===== src/rtl/special_reg_bank_if.sv =====
// special_reg_bank_if
//   Bundles the writeback side of the special register bank: the data bus,
//   the immediate and pending write strobes, the call/return/PC-advance
//   controls, and the register contents and trap pulses coming back.
//   Port summary:
//     wdata, writetoSHA1/SHB1/PSW1/CWP1, pwritetoTB/SWP/PC,
//     call_i, ret_i, pc_adv_i, pc_next_i        master -> slave
//     sha, shb, psw, tb, pc, cwp, swp,
//     win_ovf, win_unf                          slave -> master
//   The master modport belongs to the decoder/sequencer side; the slave
//   modport belongs to special_reg_bank.
interface special_reg_bank_if #(
    parameter int DATA_W = 32,
    parameter int SH_W   = 5,
    parameter int CWP_W  = 3
);
    logic [DATA_W-1:0] wdata;
    logic              writetoSHA1;
    logic              writetoSHB1;
    logic              writetoPSW1;
    logic              writetoCWP1;
    logic              pwritetoTB;
    logic              pwritetoSWP;
    logic              pwritetoPC;
    logic              call_i;
    logic              ret_i;
    logic              pc_adv_i;
    logic [DATA_W-1:0] pc_next_i;

    logic [SH_W-1:0]   sha;
    logic [SH_W-1:0]   shb;
    logic [DATA_W-1:0] psw;
    logic [DATA_W-1:0] tb;
    logic [DATA_W-1:0] pc;
    logic [CWP_W-1:0]  cwp;
    logic [CWP_W-1:0]  swp;
    logic              win_ovf;
    logic              win_unf;

    modport master (
        output wdata, writetoSHA1, writetoSHB1, writetoPSW1, writetoCWP1,
        output pwritetoTB, pwritetoSWP, pwritetoPC,
        output call_i, ret_i, pc_adv_i, pc_next_i,
        input  sha, shb, psw, tb, pc, cwp, swp, win_ovf, win_unf
    );

    modport slave (
        input  wdata, writetoSHA1, writetoSHB1, writetoPSW1, writetoCWP1,
        input  pwritetoTB, pwritetoSWP, pwritetoPC,
        input  call_i, ret_i, pc_adv_i, pc_next_i,
        output sha, shb, psw, tb, pc, cwp, swp, win_ovf, win_unf
    );
endinterface


===== src/rtl/special_reg_bank.sv =====
// special_reg_bank
//   Special registers SHA, SHB, PSW, CWP, TB, SWP and PC, written from the
//   writeback bus under the destination decoder's strobes. SHA/SHB/PSW/CWP
//   are written immediately; TB/SWP/PC go through a one-entry pending slot
//   and land one edge after capture. CWP also moves on call (down) and
//   return (up) with modulo wrap, raising one-cycle window overflow and
//   underflow trap pulses.
//   Ports:
//     clk    rising-edge clock
//     reset  asynchronous, active-high reset
//     bus    special_reg_bank_if.slave (strobes, data, register contents)
//   All outputs come straight from flops.
module special_reg_bank #(
    parameter int DATA_W = 32,
    parameter int SH_W   = 5,
    parameter int CWP_W  = 3
) (
    input logic              clk,
    input logic              reset,
    special_reg_bank_if.slave bus
);

    localparam int SEL_TB  = 0;
    localparam int SEL_SWP = 1;
    localparam int SEL_PC  = 2;

    localparam logic [CWP_W-1:0] CWP_ONE = CWP_W'(1);

    logic [SH_W-1:0]   sha_q;
    logic [SH_W-1:0]   shb_q;
    logic [DATA_W-1:0] psw_q;
    logic [DATA_W-1:0] tb_q;
    logic [DATA_W-1:0] pc_q;
    logic [CWP_W-1:0]  cwp_q;
    logic [CWP_W-1:0]  swp_q;
    logic              win_ovf_q;
    logic              win_unf_q;

    // One-entry pending slot; sel is one-hot-ish (several bits may be set
    // when several pending strobes arrive together, all sharing the data).
    logic              pend_valid_q;
    logic [2:0]        pend_sel_q;
    logic [DATA_W-1:0] pend_data_q;

    logic [2:0]        pend_sel_in;
    logic              call_only;
    logic              ret_only;
    logic [CWP_W-1:0]  cwp_dec;
    logic [CWP_W-1:0]  cwp_inc;
    logic              commit_tb;
    logic              commit_swp;
    logic              commit_pc;

    always_comb begin
        pend_sel_in          = 3'b000;
        pend_sel_in[SEL_TB]  = bus.pwritetoTB;
        pend_sel_in[SEL_SWP] = bus.pwritetoSWP;
        pend_sel_in[SEL_PC]  = bus.pwritetoPC;
    end

    assign call_only  = bus.call_i & ~bus.ret_i;
    assign ret_only   = bus.ret_i & ~bus.call_i;
    assign cwp_dec    = cwp_q - CWP_ONE;
    assign cwp_inc    = cwp_q + CWP_ONE;

    assign commit_tb  = pend_valid_q & pend_sel_q[SEL_TB];
    assign commit_swp = pend_valid_q & pend_sel_q[SEL_SWP];
    assign commit_pc  = pend_valid_q & pend_sel_q[SEL_PC];

    // Immediate registers.
    always_ff @(posedge clk or posedge reset) begin
        if (reset) begin
            sha_q <= '0;
            shb_q <= '0;
            psw_q <= '0;
        end else begin
            if (bus.writetoSHA1) sha_q <= bus.wdata[SH_W-1:0];
            if (bus.writetoSHB1) shb_q <= bus.wdata[SH_W-1:0];
            if (bus.writetoPSW1) psw_q <= bus.wdata;
        end
    end

    // Pending slot: the old entry commits and a new one is captured on the
    // same edge, so back-to-back pending writes never stall or drop.
    always_ff @(posedge clk or posedge reset) begin
        if (reset) begin
            pend_valid_q <= 1'b0;
            pend_sel_q   <= '0;
            pend_data_q  <= '0;
        end else begin
            pend_valid_q <= |pend_sel_in;
            pend_sel_q   <= pend_sel_in;
            if (|pend_sel_in) pend_data_q <= bus.wdata;
        end
    end

    always_ff @(posedge clk or posedge reset) begin
        if (reset) begin
            tb_q  <= '0;
            swp_q <= '0;
        end else begin
            if (commit_tb)  tb_q  <= pend_data_q;
            if (commit_swp) swp_q <= pend_data_q[CWP_W-1:0];
        end
    end

    // A pending PC commit (a branch target) beats the sequential advance.
    always_ff @(posedge clk or posedge reset) begin
        if (reset) begin
            pc_q <= '0;
        end else if (commit_pc) begin
            pc_q <= pend_data_q;
        end else if (bus.pc_adv_i) begin
            pc_q <= bus.pc_next_i;
        end
    end

    // Window pointer; call and return together cancel out.
    always_ff @(posedge clk or posedge reset) begin
        if (reset) begin
            cwp_q <= '0;
        end else if (bus.writetoCWP1) begin
            cwp_q <= bus.wdata[CWP_W-1:0];
        end else if (call_only) begin
            cwp_q <= cwp_dec;
        end else if (ret_only) begin
            cwp_q <= cwp_inc;
        end
    end

    // Traps use the pre-edge CWP/SWP; a direct CWP write in the same cycle
    // overrides the call/return and so raises no trap.
    always_ff @(posedge clk or posedge reset) begin
        if (reset) begin
            win_ovf_q <= 1'b0;
            win_unf_q <= 1'b0;
        end else begin
            win_ovf_q <= ~bus.writetoCWP1 & call_only & (cwp_dec == swp_q);
            win_unf_q <= ~bus.writetoCWP1 & ret_only & (cwp_q == swp_q);
        end
    end

    assign bus.sha     = sha_q;
    assign bus.shb     = shb_q;
    assign bus.psw     = psw_q;
    assign bus.tb      = tb_q;
    assign bus.pc      = pc_q;
    assign bus.cwp     = cwp_q;
    assign bus.swp     = swp_q;
    assign bus.win_ovf = win_ovf_q;
    assign bus.win_unf = win_unf_q;

endmodule


===== src/flat_wrapper.sv =====
// flat-port wrapper written by rule: the top's interface ports become plain ports
module special_reg_bank_flat 
#(
    parameter int DATA_W = 32,
    parameter int SH_W   = 5,
    parameter int CWP_W  = 3
)
  (clk, reset, bus_wdata, bus_writetoSHA1, bus_writetoSHB1, bus_writetoPSW1, bus_writetoCWP1, bus_pwritetoTB, bus_pwritetoSWP, bus_pwritetoPC, bus_call_i, bus_ret_i, bus_pc_adv_i, bus_pc_next_i, bus_sha, bus_shb, bus_psw, bus_tb, bus_pc, bus_cwp, bus_swp, bus_win_ovf, bus_win_unf);
  special_reg_bank_if #(.DATA_W(DATA_W), .SH_W(SH_W), .CWP_W(CWP_W)) bus_i ();
  input logic clk;
  input logic reset;
  input wire logic [$bits(bus_i.wdata)-1:0] bus_wdata;
  input wire logic [$bits(bus_i.writetoSHA1)-1:0] bus_writetoSHA1;
  input wire logic [$bits(bus_i.writetoSHB1)-1:0] bus_writetoSHB1;
  input wire logic [$bits(bus_i.writetoPSW1)-1:0] bus_writetoPSW1;
  input wire logic [$bits(bus_i.writetoCWP1)-1:0] bus_writetoCWP1;
  input wire logic [$bits(bus_i.pwritetoTB)-1:0] bus_pwritetoTB;
  input wire logic [$bits(bus_i.pwritetoSWP)-1:0] bus_pwritetoSWP;
  input wire logic [$bits(bus_i.pwritetoPC)-1:0] bus_pwritetoPC;
  input wire logic [$bits(bus_i.call_i)-1:0] bus_call_i;
  input wire logic [$bits(bus_i.ret_i)-1:0] bus_ret_i;
  input wire logic [$bits(bus_i.pc_adv_i)-1:0] bus_pc_adv_i;
  input wire logic [$bits(bus_i.pc_next_i)-1:0] bus_pc_next_i;
  output wire logic [$bits(bus_i.sha)-1:0] bus_sha;
  output wire logic [$bits(bus_i.shb)-1:0] bus_shb;
  output wire logic [$bits(bus_i.psw)-1:0] bus_psw;
  output wire logic [$bits(bus_i.tb)-1:0] bus_tb;
  output wire logic [$bits(bus_i.pc)-1:0] bus_pc;
  output wire logic [$bits(bus_i.cwp)-1:0] bus_cwp;
  output wire logic [$bits(bus_i.swp)-1:0] bus_swp;
  output wire logic [$bits(bus_i.win_ovf)-1:0] bus_win_ovf;
  output wire logic [$bits(bus_i.win_unf)-1:0] bus_win_unf;
  assign bus_i.wdata = bus_wdata;
  assign bus_i.writetoSHA1 = bus_writetoSHA1;
  assign bus_i.writetoSHB1 = bus_writetoSHB1;
  assign bus_i.writetoPSW1 = bus_writetoPSW1;
  assign bus_i.writetoCWP1 = bus_writetoCWP1;
  assign bus_i.pwritetoTB = bus_pwritetoTB;
  assign bus_i.pwritetoSWP = bus_pwritetoSWP;
  assign bus_i.pwritetoPC = bus_pwritetoPC;
  assign bus_i.call_i = bus_call_i;
  assign bus_i.ret_i = bus_ret_i;
  assign bus_i.pc_adv_i = bus_pc_adv_i;
  assign bus_i.pc_next_i = bus_pc_next_i;
  assign bus_sha = bus_i.sha;
  assign bus_shb = bus_i.shb;
  assign bus_psw = bus_i.psw;
  assign bus_tb = bus_i.tb;
  assign bus_pc = bus_i.pc;
  assign bus_cwp = bus_i.cwp;
  assign bus_swp = bus_i.swp;
  assign bus_win_ovf = bus_i.win_ovf;
  assign bus_win_unf = bus_i.win_unf;
  special_reg_bank #(.DATA_W(DATA_W), .SH_W(SH_W), .CWP_W(CWP_W)) u_core (.clk(clk), .reset(reset), .bus(bus_i));
endmodule

===== config.mk =====
export PLATFORM = sky130hd
export DESIGN_NAME = special_reg_bank_flat
export DESIGN_NICKNAME = d
export VERILOG_FILES = /design/src/rtl/special_reg_bank_if.sv /design/src/rtl/special_reg_bank.sv /design/src/flat_wrapper.sv
export SDC_FILE = /design/constraint.sdc
export NUM_CORES = 1
export LEC_CHECK = 0
export BUFFER_PORTS_ARGS = -buffer_cell sky130_fd_sc_hd__buf_4
export CORE_UTILIZATION = 46
export DETAILED_ROUTE_END_ITERATION = 7
export PLACE_DENSITY = 0.76
export REMOVE_ABC_BUFFERS = 1
export SYNTH_ARGS = -nofsm -noshare
export SYNTH_HDL_FRONTEND = slang
export SYNTH_SLANG_ARGS = --single-unit
export TNS_END_PERCENT = 10

===== constraint.sdc =====
create_clock -name clk -period 3.95 [get_ports clk]
set_input_delay 0.1975 -clock clk [delete_from_list [all_inputs] [get_ports clk]]
set_output_delay 0.1975 -clock clk [all_outputs]
set_load 0.005 [all_outputs]

==> results of run 1 <==
[cell usage after synthesis (2+ instances only)]
library cell / count / area (µm²)
buf_2: 12 / 60.06
buf_4: 3 / 22.52
buf_6: 3 / 33.78
clkbuf_1: 4 / 15.01
dfrtp_1: 150 / 3754
ha_1: 2 / 25.02
inv_1: 4 / 15.01
mux2_1: 4 / 45.04
mux2_2: 105 / 1182
mux2i_1: 32 / 320.3
nand2_1: 37 / 138.9
nand2b_1: 2 / 12.51
nand3b_1: 3 / 22.52
nor2b_1: 2 / 12.51
o21ai_0: 33 / 165.2
xnor2_1: 3 / 26.28
xor2_1: 4 / 35.03
[cell type report]
class | count | area share (%)
multi-input cells | 237 | 25.13
clock buffers | 21 | 5.607
inverters | 4 | 0.2438
well taps | 172 | 2.621
flip-flops and latches | 150 | 45.71
repair buffers | 198 | 18.25
clock inverters | 10 | 2.438
[path summary, 6_finish.rpt]
path	startpoint	end	slack, ns	depth (start not counted)
max	u_core.pend_valid_q	u_core.bus.pc[2]	2.32	2
min	bus_wdata[16]	u_core.bus.psw[16]	0.02	2
max reg2reg	u_core.pend_valid_q	u_core.bus.pc[2]	2.32	2
min reg2reg	u_core.bus.psw[16]	u_core.bus.psw[16]	0.49	1
max in group asynchronous	reset	u_core.bus.pc[29]	2.51	4
min in group asynchronous	reset	u_core.bus.sha[0]	0.53	3
[what timing repair did]
item	CTS	global route
hold buffers	5	0
endpoints found under the hold margin	12	0
setup endpoints to repair	0	0
[state kept, by name, indices dropped and copies added (netlist names)]
signal and count:
u_core.bus.cwp 3, u_core.bus.pc 32, u_core.bus.psw 32, u_core.bus.sha 5
u_core.bus.shb 5, u_core.bus.swp 3, u_core.bus.tb 32, u_core.bus.win_ovf 1
u_core.bus.win_unf 1, u_core.pend_data_q 32, u_core.pend_sel_q 3, u_core.pend_valid_q 1
[stage by stage]
stage | TNS (ns) | area, µm² | hold slack [ns] | instances
finish | 0 | 8212 | 0.02379 | 792
global route | 0 | 8212 | 0.01346 | 792
CTS | 0 | 8212 | 0.002450 | 792
detailed placement | 0 | 7501 | 0.3500 | 756
global placement | 0 | 7501 | 0.3500 | 756
floorplan | -42.58 | 5831 | 0.2289 | 391
[metal layers]
metal  global-route usage (%)  part of all wire (%)  vias to the layer above
met3                    5.910                   5.6                       24
met5                        0                     0                        -
met1                    25.25                    42                     1983
met2                    35.32                    51                      134
met4                    9.915                   1.9                        0
li1                         -                     -                     1833
[logic make-up (layout without fill, tap and decap cells)]
kind of cell	count (synthesis)	after routing	share of synthesized area (%)
AOI/OAI and AO/OA	38	38	3.421
DFF	150	150	62.96
buffers and inverters	26	233	2.455
muxes	141	141	25.96
and+or+nand+nor	49	49	3.756
adders and majority gates	2	2	0.4197
xor gates and xnor gates	7	7	1.028
[power groups by stage]
stage               clock [mW]  sequential, mW  combinational [mW]
floorplan                    0            1.83               0.245
global placement             0            1.82               0.603
detailed placement           0            1.83               0.623
CTS                       1.84            1.81               0.633
global route              1.89            1.83               0.679
finish                    1.81            1.81               0.624
[worst reg2reg max path: stages (launching register included)]
cell	delay (ns)
dfrtp_1	0.36
and2_2	0.84
o21ai_0	0.27
[cell usage in the layout, fill, tap and decap left out, types with 2 or more instances in the layout]
master and instances:
nand3b_1 3, clkbuf_1 2, bufinv_16 6, mux2i_1 32
nand2_1 37, nor2b_1 2, clkbuf_16 17, nand2b_1 2
buf_4 193, clkbuf_8 2, ha_1 2, mux2_2 105
xor2_1 4, dlygate4sd3_1 5, mux2_1 4, xnor2_1 3
inv_1 3, dfrtp_1 150, o21ai_0 33, clkinv_2 4
==> key figures, run 1 <==
Min path
  – Min-Delay Path Class: in -> reg

Timing
  – Fin worst setup slack: 2.318 ns
  – Min Tclk post-route: 1.632 ns
  – Unrepaired setup endpoints after global routing: false
  – Hold Vio Cnt, Final: 0
  – FMAX: 612.8 MHz
  – Setup Skew: 0.006960 ns
  – Final setup fails: 0
  – Max-slew violations: 0
  – Tcrit/Tclk final: 41.31%
  – Slew headroom: 29.63%
  – Worst Tran Pin Value: 1.056 ns

Synthesis
  – Sequential share of the synthesized area: 62.96%
  – Syn_area_per_cell: 14.44 µm²
  – Ys async rst share: 100.0%
  – Synthesized flop and latch total: 150
  – Post-Syn Instances: 413
  – Main flop type after synthesis: dfrtp_1
  – Yosys cell types: 27
  – Mapped cell area: 5962 µm²
  – Post-synth EDFFs: 0
  – Yosys Warn Count: 0

Detailed routing
  – DRT antenna net count: 0
  – Router iterations before antenna repair: 4
  – Routed WL: 13580 µm
  – DRC Markers: 0
  – Wire per inst: 17.15 µm
  – Vias: 3974
  – Drt via density: 5.018
  – Initial DRC Count: 138

Floorplan
  – IO Count: 190
  – Core area: 12620 µm²
  – Vert. Die Dim: 115.8 µm
  – Rows: 41
  – Die width: 115.8 µm
  – Starting Density: 47.24%
  – Die area: 13420 µm²

CTS
  – Inserted Clock Buffers: 17
  – CTS tree: built
  – Clk root buf: clkbuf_16
  – CTS-repair resized insts: 0
  – Clk_lat worst skew: 0.41 ns
  – Clock Path Buffers: 2
  – CTS sink cnt: 150
  – CTS clk-pin slew, worst paths: 0.06 ns
  – H-tree levels: 4
  – Post-CTS setup buffers: 0

Worst setup path
  – Critical Path Sink Type: flip-flop
  – Worst Path Max Fanout: 64
  – Slowest stage delay, CP: 0.84 ns
  – Worst path cell trace: and2_2, o21ai_0
  – WP buf/inv: 0
  – Crit path DAT: 1.87 ns
  – Worst setup SP type: flip-flop
  – Worst EP required: 4.19 ns
  – Critical path type: reg -> reg
  – Kind of cell adding the most delay to the critical path: simple AND/OR/NAND/NOR gates
  – CP max stage cell: and2_2

Final layout
  – Nets: 686
  – Seq. cell area: 3754 µm²
  – Area of the multi-input gates: 2063 µm²
  – Share of layout cells above drive strength 1: 53.23%
  – Number of fill cells: 998
  – Ant. Diodes: 0
  – Area Growth Syn to Fin: 37.73%
  – Final Core Density: 65.07%

Power and ir drop
  – Internal: 3.284 mW
  – Sequential power share: 42.7%
  – Leak: 3.871 nW
  – Gate power share: 14.7%
  – Switching power total: 953.0 µW
  – Clock network fraction of total power: 42.6%
  – Pwr/cell area: 516.0 nW/µm²
  – Worst vdd ir: 298.6 µV
  – Power Total: 4.237 mW
  – Switching share of power: 22.49%

Placed design
  – Hpwl dp: 9017 µm
  – PortBufs: 189
  – Pre-CTS setup slack: 2.292 ns
  – Final RePlAce weighted congestion: 0.7886

Global route
  – First-pass GRT wire length: 21020 µm
  – GRT Total Usage: 21.09%
  – Largest net degree at the start of global routing: 99
  – Initial antenna violation count: 0
  – GRT overflow: 0
  – Number of global-route vias before repair: 4264

Run
  – Max Cap Viol: 0

Status
  – Status: completed
No activity file was read; power rests on OpenSTA's default activity.
==> run 2, diff against run 1 <==
==> constraint.sdc (replaced) <==
create_clock -name clk -period 1.4 [get_ports clk]
set_input_delay 0.07 -clock clk [delete_from_list [all_inputs] [get_ports clk]]
set_output_delay 0.07 -clock clk [all_outputs]
set_load 0.005 [all_outputs]
==> run 2 against run 1 <==
  * Cell count rose by 9.8%
  * Utilization rose by 6.2 points
  * Clock skew fell by 0.0020 ns
  * Critical path depth rose by 2
  * Total power rose to 2.7 times the previous value
  * Design area rose by 9.6%
  * Register-to-register slack got worse by 2.2 ns
  * Non-clock buffer count rose by 78
  * Wire length rose by 7.3%
  * Die area did not move
  * Worst setup slack got worse by 2.3 ns
  * Critical endpoint is now u_core.bus.shb[4]
==> key figures, run 2 (synthesized netlist as in run 1, its figures left out) <==
Detailed routing
  – DRC Markers: 0
  – Vias: 4317
  – Routed WL: 14580 µm
  – Router iterations before antenna repair: 4
  – Initial DRC Count: 122
  – DRT antenna net count: 0
  – Drt via density: 4.962
  – Wire per inst: 16.76 µm

Final layout
  – Final design area excluding fillers: 9000 µm²
  – Share of layout cells above drive strength 1: 48.71%
  – Most frequent cells in the layout: buf_4, dfrtp_1, mux2_2
  – Ant. Diodes: 0
  – Final Core Density: 71.32%
  – Nets: 764
  – Commonest non-fill, non-tap cell in the layout: buf_4
  – Number of fill cells: 872
  – Area Growth Syn to Fin: 50.95%
  – Non-filler cells in the finished layout: 870

Placed design
  – Hpwl dp: 9369 µm
  – Final RePlAce weighted congestion: 0.7676
  – Pre-CTS setup slack: 0.1134 ns
  – Inst Count DP: 765
  – PortBufs: 189
  – DP Area: 7669 µm²

Worst setup path
  – Critical path type: in -> reg
  – Worst setup SP type: input port
  – Crit path DAT: 1.67 ns
  – Worst Path Max Fanout: 5
  – Critical Path Sink Type: flip-flop
  – Worst EP required: 1.70 ns

Status
  – Status: completed

Global route
  – Largest net degree at the start of global routing: 54
  – Gr busiest metal: met2
  – GRT overflow: 0
  – Initial antenna violation count: 0
  – First-pass GRT wire length: 22660 µm
  – Met2 Use GR: 38.41%
  – GR Util met1: 26.88%
  – Met3 Track Usage GR: 6.172%
  – Number of global-route vias before repair: 4611
  – GRT Total Usage: 22.72%

Floorplan
  – Starting Density: 47.24%
  – Rows: 41
  – Die width: 115.8 µm
  – IO Count: 190
  – Core area: 12620 µm²
  – Vert. Die Dim: 115.8 µm
  – Die area: 13420 µm²

Power and ir drop
  – Leak: 4.192 nW
  – Switching share of power: 23.70%
  – Switching power total: 2.741 mW
  – Internal: 8.827 mW
  – Power Total: 11.57 mW
  – Gate power share: 17.3%
  – Pwr/cell area: 1285 nW/µm²
  – Clock network fraction of total power: 38.6%
  – Worst vdd ir: 818.2 µV
  – Sequential power share: 44.0%

CTS
  – CTS clk-pin slew, worst paths: 0.06 ns
  – CTS sink cnt: 150
  – Post-CTS setup buffers: 0
  – Clock Path Buffers: 2
  – H-tree levels: 4
  – Inserted Clock Buffers: 17
  – Clk root buf: clkbuf_16
  – Clk_lat worst skew: 0.42 ns
  – CTS tree: built

Run
  – Max Cap Viol: 0

Timing
  – Max-slew violations: 0
  – Fin worst setup slack: 0.03047 ns
  – Setup TNS: 0 ns
  – Hold Vio Cnt, Final: 0
  – Slew headroom: 67.60%
  – Unrepaired setup endpoints after global routing: false
  – Final setup fails: 0
  – FMAX: 730.2 MHz
  – Tcrit/Tclk final: 97.82%
  – Min Tclk post-route: 1.370 ns
  – Worst Tran Pin Value: 0.4861 ns
  – Fin Hold WS: 0.1498 ns
  – Setup Skew: 0.004979 ns

Min path
  – Min-Delay Path Class: in -> async
## run 2: cell count changes in the layout (fill, tap and decap cells not counted)
cell           previous run  this run
nor3_2                    0         1
clkinv_2                  4         3
clkbuf_8                  2         4
bufinv_16                 6         2
buf_4                   193       194
buf_12                    0         8
nor3_1                    1         0
dlygate4sd3_1             5        74
clkinvlp_4                0         3
## run 2: path summary, 6_finish.rpt
kind / slack [ns] / cells past startpoint / from / end
min reg2reg: 0.49 / 1 / u_core.bus.psw[17] / u_core.bus.psw[17]
max in group asynchronous: 0.69 / 4 / reset / u_core.bus.pc[8]
max: 0.03 / 4 / bus_writetoSHB1 / u_core.bus.shb[4]
min in group clk: 0.23 / 2 / bus_writetoPSW1 / u_core.bus.psw[17]
min: 0.15 / 3 / reset / u_core.bus.sha[0]
max reg2reg: 0.09 / 5 / u_core.bus.cwp[0] / u_core.bus.win_ovf
## run 2: per-layer routing
metal / up-vias / part of all wire (%)
met4: 0 / 2.3
met3: 29 / 5.7
met2: 158 / 50
li1: 1991 / -
met5: - / 0
met1: 2139 / 42
## run 2: power groups by stage
stage | logic, mW | registers, mW | clock network [mW]
after floorplan | 0.692 | 5.15 | 0
after global placement | 1.78 | 5.13 | 0
after detailed placement | 1.84 | 5.16 | 0
after CTS | 2.01 | 5.09 | 4.55
after global routing | 2.17 | 5.15 | 4.74
final | 2.01 | 5.09 | 4.47
## run 2: repair_timing
item | in CTS | in global routing
setup endpoints to repair | 0 | 1
endpoints found under the hold margin | 264 | 0
resized for setup | 0 | 1
hold buffers | 74 | 0
## run 2: final cells by class
cell class	instances	area, µm²	share of cell area [%]
Clock buffer	23	488.0	5.422
Clock inverter	8	97.59	1.084
Inverter	4	20.02	0.2224
Multi-Input combinational cell	237	2068	22.98
Sequential cell	150	3754	41.71
Tap cell	172	215.2	2.391
Timing Repair Buffer	276	2357	26.19
## run 2: critical path, cell delays in order
cell           delay, ns
dlygate4sd3_1       0.56
buf_4               0.16
mux2_2              0.33
dlygate4sd3_1       0.55
==> run 3, diff against run 2 <==
--- a/config.mk
+++ b/config.mk
@@ -6,9 +6,10 @@
 export NUM_CORES = 1
 export LEC_CHECK = 0
 export BUFFER_PORTS_ARGS = -buffer_cell sky130_fd_sc_hd__buf_4
-export CORE_UTILIZATION = 46
+export CORE_UTILIZATION = 47
+export CTS_BUF_LIST = sky130_fd_sc_hd__clkbuf_8
 export DETAILED_ROUTE_END_ITERATION = 7
-export PLACE_DENSITY = 0.76
+export PLACE_DENSITY = 0.78
 export REMOVE_ABC_BUFFERS = 1
 export SYNTH_ARGS = -nofsm -noshare
 export SYNTH_HDL_FRONTEND = slang
==> run 3 against run 2 <==
  * Wire length shrank 0.67%
  * Register-to-register slack is essentially flat
  * Critical path depth unchanged
  * Critical endpoint is now u_core.bus.sha[3]
  * First-iteration DRC count up 40%
  * Total power is 8.5% lower
  * Cell count decreased by 0.23%
==> key figures, run 3 (synthesized netlist as in run 1, its figures left out) <==
Status
  – Status: completed

CTS
  – Clock Path Buffers: 2
  – CTS clk-pin slew, worst paths: 0.08 ns
  – CTS sink cnt: 150
  – Clk root buf: clkbuf_8
  – Clk_lat worst skew: 0.44 ns
  – Post-CTS setup buffers: 0
  – H-tree levels: 4
  – Inserted Clock Buffers: 17
  – CTS tree: built

Detailed routing
  – Wire per inst: 16.68 µm
  – Vias: 4285
  – Router iterations before antenna repair: 4
  – DRT antenna net count: 0
  – Initial DRC Count: 171
  – Routed WL: 14480 µm
  – Drt via density: 4.937
  – DRC Markers: 0

Placed design
  – Inst Count DP: 762
  – Hpwl dp: 9221 µm
  – PortBufs: 189
  – DP Area: 7636 µm²
  – Pre-CTS setup slack: 0.1034 ns
  – Final RePlAce weighted congestion: 0.7607

Power and ir drop
  – Worst vdd ir: 888.3 µV
  – Internal: 7.915 mW
  – Gate power share: 18.8%
  – Sequential power share: 48.1%
  – Switching power total: 2.666 mW
  – Clock network fraction of total power: 33.1%
  – Leak: 4.116 nW
  – Switching share of power: 25.19%
  – Power Total: 10.58 mW
  – Pwr/cell area: 1202 nW/µm²

Timing
  – Max-slew violations: 0
  – Setup TNS: 0 ns
  – Min Tclk post-route: 1.319 ns
  – Unrepaired setup endpoints after global routing: false
  – Tcrit/Tclk final: 94.23%
  – Worst Tran Pin Value: 0.5093 ns
  – Slew headroom: 66.05%
  – Fin Hold WS: 0.2033 ns
  – FMAX: 758.0 MHz
  – Final setup fails: 0
  – Setup Skew: 0.008622 ns
  – Fin worst setup slack: 0.08076 ns
  – Hold Vio Cnt, Final: 0

Worst setup path
  – Worst Path Max Fanout: 5
  – Worst setup SP type: input port
  – Reg2Reg Depth: 5
  – Critical Path Sink Type: flip-flop
  – Worst EP required: 1.72 ns
  – Crit path DAT: 1.64 ns
  – Critical path type: in -> reg

Global route
  – First-pass GRT wire length: 23230 µm
  – Number of global-route vias before repair: 4629
  – Initial antenna violation count: 0
  – Largest net degree at the start of global routing: 65
  – GRT overflow: 0
  – GRT Total Usage: 23.40%

Final layout
  – Ant. Diodes: 0
  – Area Growth Syn to Fin: 47.70%
  – Final Core Density: 72.11%
  – Most frequent cells in the layout: buf_4, dfrtp_1, mux2_2
  – Non-filler cells in the finished layout: 868
  – Final design area excluding fillers: 8806 µm²
  – Nets: 765
  – Commonest non-fill, non-tap cell in the layout: buf_4
  – Share of layout cells above drive strength 1: 49.14%

Floorplan
  – Rows: 40
  – Starting Density: 48.82%
  – Die area: 13140 µm²
  – IO Count: 190
  – Die width: 114.6 µm
  – Vert. Die Dim: 114.6 µm
  – Core area: 12210 µm²

Min path
  – Worst Hold Depth: 2
  – Min-Delay Path Class: in -> reg

Run
  – Max Cap Viol: 0
==> run 3: changes by cell type in the layout (fill, tap and decap cells not counted), moves of 2 or more <==
cell | previous run | this run
clkbuf_16 | 17 | 0
clkbuf_8 | 4 | 20
buf_4 | 194 | 198
buf_12 | 8 | 5
clkinv_4 | 0 | 3
clkbuf_1 | 2 | 0
==> run 3: routing by layer <==
| layer | part of all wire, % | global-route usage [%] | vias to the layer above |
|---|---|---|---|
| met5 | 0 | 0 | - |
| met4 | 1.4 | 8.398 | 0 |
| met3 | 5.2 | 5.506 | 18 |
| met2 | 52 | 40.89 | 141 |
| met1 | 41 | 28.30 | 2138 |
| li1 | - | - | 1988 |
==> run 3: area by class of cell <==
type,count,area [µm²]
multi-input combinational,237,2066
timing repair buffer,277,2327
sequential,150,3755
inverter,4,20.02
tap,168,210.2
clock inverter,12,152.6
clock buffer,20,275.3
fill,812,3406
==> run 3: worst paths after layout <==
check	end	from	slack, ns
min reg2reg	u_core.bus.pc[27]	u_core.pend_data_q[27]	0.49
min	u_core.bus.psw[17]	bus_writetoPSW1	0.20
max reg2reg	u_core.bus.win_ovf	u_core.bus.cwp[0]	0.10
max in group asynchronous	u_core.bus.tb[9]	reset	0.62
max	u_core.bus.sha[3]	bus_writetoSHA1	0.08
min in group asynchronous	u_core.bus.sha[3]	reset	0.21
==> run 3: power groups by stage <==
| stage | Clock, mW | Sequential [mW] | Combinational (mW) |
|---|---|---|---|
| 2_1_floorplan | 0 | 5.15 | 0.692 |
| 3_3_place_gp | 0 | 5.13 | 1.76 |
| 3_5_place_dp | 0 | 5.16 | 1.82 |
| 4_1_cts | 3.58 | 5.08 | 1.99 |
| 5_1_grt | 3.74 | 5.14 | 2.16 |
| 6_report | 3.50 | 5.09 | 1.99 |
==> run 3: critical path, cell delays in order <==
cell and delay (ns):
dlygate4sd3_1 0.54, buf_4 0.15, mux2_2 0.33, dlygate4sd3_1 0.55
==> run 3: what timing repair did <==
action | in CTS | in global routing
hold endpoints to repair | 205 | 0
endpoints found under the setup margin | 0 | 2
hold buffers | 74 | 0
resized for setup | 0 | 1
